[config.mk]
export PLATFORM = sky130hd
export DESIGN_NAME = pl_exe_div_ctrl
export DESIGN_NICKNAME = d
export VERILOG_FILES = /design/src/rtl/pl_exe_div_ctrl.sv
export SDC_FILE = /design/constraint.sdc
export NUM_CORES = 1
export LEC_CHECK = 0
export ABC_AREA = 1
export CAP_MARGIN = 20
export CORE_MARGIN = 5
export CORE_UTILIZATION = 39
export DETAILED_ROUTE_END_ITERATION = 7
export MAX_ROUTING_LAYER = met4
export SYNTH_ARGS = -nofsm -noshare
export SYNTH_HDL_FRONTEND = slang
export SYNTH_SLANG_ARGS = --single-unit
[constraint.sdc]
create_clock -name clk -period 4.9 [get_ports clk]
set_clock_uncertainty 0.15 [all_clocks]
set_input_delay 0.49 -clock clk [delete_from_list [all_inputs] [get_ports clk]]
set_output_delay 0.49 -clock clk [all_outputs]
set_load 0.02 [all_outputs]
[src/rtl/pl_exe_div_ctrl.sv]
// Iterative 32-bit restoring divider controller for the EXE stage (DIV/DIVU/REM/REMU).
// Optional macro PL_DIV_FASTPATH_EN: divide-by-zero and signed overflow finish without iterating.
module pl_exe_div_ctrl (
  input  logic        clk,
  input  logic        clrn,
  input  logic        start,
  input  logic [1:0]  op,
  input  logic [31:0] a,
  input  logic [31:0] b,
  input  logic        cancel,
  output logic        stall,
  output logic        busy,
  output logic        done,
  output logic [31:0] r
);

  localparam int unsigned W    = 32;
  localparam int unsigned CW   = 6;
  localparam int unsigned LAST = W - 1;

  typedef enum logic [1:0] {IDLE, RUN, DONE} state_t;

  state_t          state, state_nxt;
  logic [CW-1:0]   cnt, cnt_nxt;
  logic [W-1:0]    dvd, dvd_nxt;
  logic [W-1:0]    dvs, dvs_nxt;
  logic [W-1:0]    rem, rem_nxt;
  logic            q_neg, q_neg_nxt;
  logic            r_neg, r_neg_nxt;
  logic            is_rem, is_rem_nxt;
  logic [W-1:0]    r_nxt;
  logic            busy_nxt, done_nxt;

  logic            sgn;
  logic [W-1:0]    a_mag, b_mag;
  logic [W:0]      rem_sh, diff;
  logic            q_bit;
  logic [W-1:0]    rem_step, dvd_step, q_fin, rem_fin;
  logic            special;
  logic [W-1:0]    spec_r;

  // Operand magnitudes; op[0]=0 selects the signed variants
  assign sgn   = ~op[0];
  assign a_mag = (sgn & a[W-1]) ? W'(-a) : a;
  assign b_mag = (sgn & b[W-1]) ? W'(-b) : b;

  // One restoring step: shift in the next dividend bit, keep the difference if non-negative
  assign rem_sh   = {rem, dvd[W-1]};
  assign diff     = rem_sh - {1'b0, dvs};
  assign q_bit    = ~diff[W];
  assign rem_step = q_bit ? diff[W-1:0] : rem_sh[W-1:0];
  assign dvd_step = {dvd[W-2:0], q_bit};
  assign q_fin    = q_neg ? W'(-dvd_step) : dvd_step;
  assign rem_fin  = r_neg ? W'(-rem_step) : rem_step;

`ifdef PL_DIV_FASTPATH_EN
  logic div0, ovf;
  assign div0    = (b == '0);
  assign ovf     = sgn & (a == 32'h8000_0000) & (b == 32'hFFFF_FFFF);
  assign special = div0 | ovf;
  assign spec_r  = op[1] ? (div0 ? a : '0) : (div0 ? 32'hFFFF_FFFF : 32'h8000_0000);
`else
  assign special = 1'b0;
  assign spec_r  = '0;
`endif

  // Holds the pipeline from the accepting cycle through the last iteration
  assign stall = clrn & (((state == IDLE) & start & ~cancel) | (state == RUN));

  always_comb begin
    state_nxt  = state;
    cnt_nxt    = cnt;
    dvd_nxt    = dvd;
    dvs_nxt    = dvs;
    rem_nxt    = rem;
    q_neg_nxt  = q_neg;
    r_neg_nxt  = r_neg;
    is_rem_nxt = is_rem;
    r_nxt      = r;
    busy_nxt   = 1'b0;
    done_nxt   = 1'b0;
    if (cancel) begin
      state_nxt = IDLE;
    end else begin
      unique case (state)
        IDLE: begin
          if (start) begin
            is_rem_nxt = op[1];
            dvd_nxt    = a_mag;
            dvs_nxt    = b_mag;
            rem_nxt    = '0;
            q_neg_nxt  = sgn & (a[W-1] ^ b[W-1]) & (b != '0);
            r_neg_nxt  = sgn & a[W-1];
            cnt_nxt    = '0;
            if (special) begin
              r_nxt     = spec_r;
              state_nxt = DONE;
              done_nxt  = 1'b1;
            end else begin
              state_nxt = RUN;
              busy_nxt  = 1'b1;
            end
          end
        end
        RUN: begin
          dvd_nxt = dvd_step;
          rem_nxt = rem_step;
          if (cnt == CW'(LAST)) begin
            r_nxt     = is_rem ? rem_fin : q_fin;
            state_nxt = DONE;
            done_nxt  = 1'b1;
          end else begin
            cnt_nxt  = cnt + CW'(1);
            busy_nxt = 1'b1;
          end
        end
        DONE:    state_nxt = IDLE;
        default: state_nxt = IDLE;
      endcase
    end
  end

  always_ff @(posedge clk or negedge clrn) begin
    if (!clrn) begin
      state  <= IDLE;
      cnt    <= '0;
      dvd    <= '0;
      dvs    <= '0;
      rem    <= '0;
      q_neg  <= 1'b0;
      r_neg  <= 1'b0;
      is_rem <= 1'b0;
      r      <= '0;
      busy   <= 1'b0;
      done   <= 1'b0;
    end else begin
      state  <= state_nxt;
      cnt    <= cnt_nxt;
      dvd    <= dvd_nxt;
      dvs    <= dvs_nxt;
      rem    <= rem_nxt;
      q_neg  <= q_neg_nxt;
      r_neg  <= r_neg_nxt;
      is_rem <= is_rem_nxt;
      r      <= r_nxt;
      busy   <= busy_nxt;
      done   <= done_nxt;
    end
  end

endmodule

Yosys cells after proc, flatten, opt, wreduce, memory -nomap -nowiden
Index checks and enable logic that the tools add are counted.
- bits in registers: 141
- bits of input ports: 70
- output and inout bits: 35
- word-level logic and storage cells: 67
- $add $sub $neg: 6
- equal/unequal tests: 6
- multiplexer cells: 24
- bitwise gates (word level): 12
- reduce and logical (&&, ||, !) cells: 8
- operators by type and width (operator ; count):
    32-bit 2-to-1 mux ; 8
    32-bit negator ; 4
    32-bit one-hot mux with 2 select lines ; 2
    33-bit by 32-bit subtractor with 33-bit output ; 1
    32-bit nonzero test ; 1
    6-bit 2-to-1 mux ; 2
    6-bit one-hot mux with 2 select lines ; 1
    3-bit AND reduction ; 3
    1-bit bitwise AND ; 7
    6-bit by 1-bit adder with 6-bit output, second input constant ; 1
    6-bit by 5-bit == test with 1-bit output, second input constant ; 1
    1-bit 2-to-1 mux ; 6
    2-bit 2-to-1 mux ; 3
    2-bit inequality test, second input constant ; 2
    2-bit one-hot mux with 2 select lines ; 1
    4-bit AND reduction ; 1
    3-bit by 2-bit inequality test with 1-bit output, second input constant ; 1
    3-bit inequality test, second input constant ; 1
    1-bit inverter ; 3
    2-bit by 1-bit == test with 1-bit output, second input constant ; 1
    2-bit zero test ; 1
    1-bit one-hot mux with 2 select lines ; 1
    2-bit AND reduction ; 1
    2-bit nonzero test ; 1
    other kinds (2) ; 2

Longest topological paths before layout
- depth after elaboration: 5
- depth in mapped cells: 29

Worst setup path after synthesis
No wires, ideal clock.
- kind: reg2reg
- from: reg dvd[31]
- to: reg r[28]
- arrival: 3.811 ns
- setup slack: 0.817 ns
- cell stages (with the launch flop): 28
- path buffers: 2
- clock period less this slack: 4.083 ns
- cell sequence: dfrtp_1 inv_1 ha_1 fa_1 inv_1 nand2_1 nand2_1 nand3_1 nand2_2 nand2_2 nand2_4 nand2_4 nand2_4 nand2_4 nand2_4 buf_8 buf_4 ha_1 nand3_1 nor3_1 nand4_1 nor4_1 nand2_1 o21ai_0 o21ai_0 xor2_1 a21oi_1 a21boi_1
- longest elaborated chain between the ends: 5
- elaborated cells between the ends (all ways): 8
- classes of those cells: 3 x add/sub; 4 x mux; 1 x bitwise
- RTL lines (item ; RTL line ; RTL):
    start, declared ; 25 ; logic [W-1:0] dvd, dvd_nxt;
    start signal, assigned ; 139 ; dvd <= dvd_nxt;
    33-bit by 32-bit subtractor with 33-bit output ; 49 ; assign diff = rem_sh - {1'b0, dvs};
    32-bit 2-to-1 mux or 1-bit inverter (tied branches) ; 51, 50 ;
    32-bit negator (on tied branches) ; 54, 53 ;
    32-bit 2-to-1 mux (on tied branches) ; 54, 53 ;
    32-bit 2-to-1 mux (*) ; 109 ; r_nxt = is_rem ? rem_fin : q_fin;
    end signal, assigned ; 145 ; r <= r_nxt;
    end, declared ; 14 ; output logic [31:0] r
Mark *: on every way between the ends. The rest lies on a longest branch, timed or not.
A chain may end at the register's enable or synchronous reset.

Worst setup path after layout
Same ends and word-level chain as after synthesis.

==> impl_metrics.ini <==
[synth]
yosysMostFrequentCell = nand2_1
yosys-top-cells-count = nand2_1, inv_1, nor2_1
yosysTopAreaCell = dfrtp_1
synth_area_sq_mm = 0.0124
synth-seq-cells = 141
synth.distinct_cells = 55
synth.area.top_cells = dfrtp_1, nand2_1, inv_1
ys.warnings.count = 0
yosysSeqAreaShare_pct = 28.5
synthArstFlopShare_pct = 100
synth_edf_count = 0
dominantRegCellSynth = dfrtp_1
synth_top_cell_area_share_pct = 28.5
syn_nets = 2089
synthCells = 1981
avgSynthCellArea_sq_um = 6.25

[layout]
drive_gt1_share_pct = 6.44
fin_cells = 2482
design_area_sq_mm = 0.0144
fillers = 3286
finalNetCount = 2175
antenna_cells = 0
regArea_sq_mm = 0.00353
syn_to_final_growth_pct = 16.5
multi_input_area_sq_mm = 0.00751

[worst_setup_path]
critPathTopFamily = simple AND/OR/NAND/NOR gates
cp-end-kind = flop
critical_path_required_ns = 5.07
worstSetupPathType = flop to flop
cpPeakStageDelay_ns = 0.41
path_buf_inv = 3
cpMostUsedCell = nand2_4
slowest_stage = fa_1
reg2reg_slack_ns = 0.36
critPathLaunchType = flop
cp_data_arrival_time_ns = 4.71
path_max_fanout = 7

[power_and_ir_drop]
power_density_mw_per_mm2 = 710
p_total_uw = 10200
leakagePower_uw = 0.00726
peakVddDrop_mv = 0.364

[grt]
grt_use_total_pct = 24.5
grt_overflow = 0
use_met1_pct = 35.3
grt_pass1_vias = 12200
grt_use_met2_pct = 37.3
grt_pass1_wl_um = 67400
antenna_found_initial = 0
grt_max_degree = 59
use_met3_pct = 3.00
top_usage_layer = met2

[route]
drtIter0Drc = 1235
firstDrtPassIters = 6
drc = 0
ant_nets = 0
vias_per_cell = 5.26
wirelength_um = 42600
routedWlPerCell_um = 17.2
dr_total_vias = 13000

[die]
core.rowCount = 65
die_w_um = 188
die_h_um = 188
dieArea_sq_mm = 0.0354
start_util_pct = 39.4
ioPinCount = 105
design.core.area_sq_mm = 0.0315

[cts]
cts_root_buf = clkbuf_16
cts_tree = built
cts-buffers-inserted = 17
cts-resized-gates = 0
insertion_delay_ns = 0.44
clk_path_buf_depth = 2
cts.clk_slew.worst_paths_ns = 0.07
htreeDepth = 4
cts_sinks = 141

[placement]
dpl.hpwl_um = 33800
dpl.cell_count = 2449
gp_congestion = 0.952
io_buffers = 104
dpl_cell_area_sq_mm = 0.0138

[sta]
worst_pin_slew_ns = 1.10
setup-violations-final = 0
min_period_over_period_pct = 92.7
timing.hold.ws_ns = 0.336
min_period_ns = 4.54
max_freq_mhz = 220
slew_viol_final = 0
finalSetupTns_ns = 0
finalHoldViolCount = 0
rsz0062_at_grt = no
maxSlewHeadroom_pct = 26.3

[run]
cap_violations = 0

[status]
status = complete, no violations

[worst_hold_path]
hold_class = flop to flop
[cells by family (layout without fill, tap and decap cells)]
group	after synthesis	count (layout)	synth area share, %
DFF	141	141	28.5
adders and majority gates	38	38	3.90
AOI/OAI and AO/OA	354	354	16.3
xor gates and xnor gates	56	56	3.96
buffers and inverters	347	446	11.1
and+or+nand+nor	1045	1045	36.3
[registers in the layout, indices dropped and copies added (netlist names)]
signal and count:
r_neg 1, cnt 6, is_rem 1, dvs 32, rem 32, busy 1, q_neg 1, done 1
state 2, dvd 32, r 32
[repair_timing]
action | in CTS | in global routing
hold endpoints to repair | 41 | 0
hold buffers | 1 | 0
buffers inserted | 0 | 0
[worst min-delay path, stage by stage (launching register included)]
cell	delay [ns]
dfrtp_1	0.34
nand2_1	0.05
o21ai_0	0.06
[layout make-up]
cell class | count | share of cell area [%]
multi-input combinational | 1493 | 52.0
sequential | 141 | 24.5
timing repair buffer | 128 | 8.49
inverter | 286 | 7.44
tap | 402 | 3.49
clock buffer | 19 | 3.00
clock inverter | 13 | 1.12
[final timing paths]
kind	cells after the start	end	start
max	26	r[28]$_DFFE_PN0P_	dvd[31]$_DFFE_PN0P_
min	2	dvs[15]$_DFFE_PN0P_	dvs[15]$_DFFE_PN0P_
max reg2reg	26	r[28]$_DFFE_PN0P_	dvd[31]$_DFFE_PN0P_
min reg2reg	2	dvs[15]$_DFFE_PN0P_	dvs[15]$_DFFE_PN0P_
max in group asynchronous	4	dvd[16]$_DFFE_PN0P_	clrn
min in group asynchronous	2	dvs[8]$_DFFE_PN0P_	clrn
[stage by stage]
stage	worst slack, ns	util, %
floorplan	0.817	-
global placement	0.650	43.9
detailed placement	0.507	43.9
CTS	0.464	45.8
global route	0.00509	45.8
finish	0.358	45.8
[where the power goes]
part	switching (uW)	total, uW	internal [uW]
Sequential	319	1830	1510
Clock	569	1370	804
Combinational	4890	7040	2150
Total	5770	10200	4470
[per-layer routing]
layer,vias up,share of wire (%)
met5,-,0
met3,30,4.9
met2,387,45
met4,0,1.3
met1,6043,49
li1,6583,-
[layout by cell type, fill, tap and decap left out, types with 3 or more instances in the layout]
cell type	instances
a21boi_1	8
a21oi_1	90
a2bb2oi_1	14
a31oi_1	11
buf_4	23
bufinv_16	3
clkbuf_16	17
clkdlybuf4s50_1	103
clkinv_2	4
dfrtp_1	141
ha_1	37
inv_1	277
inv_2	7
inv_6	3
nand2_1	599
nand2_2	23
nand2_4	8
nand3_1	144
nand3_2	3
nand3b_1	5
nand4_1	22
nor2_1	169
nor2_2	14
nor2_4	3
nor3_1	24
nor4_1	8
o211ai_1	18
o21a_1	3
o21ai_0	154
o21ai_1	8
o21bai_1	3
o22ai_1	26
o31ai_1	6
or2_2	13
xnor2_1	12
xor2_1	44
Power figures use the tool's default switching activity.
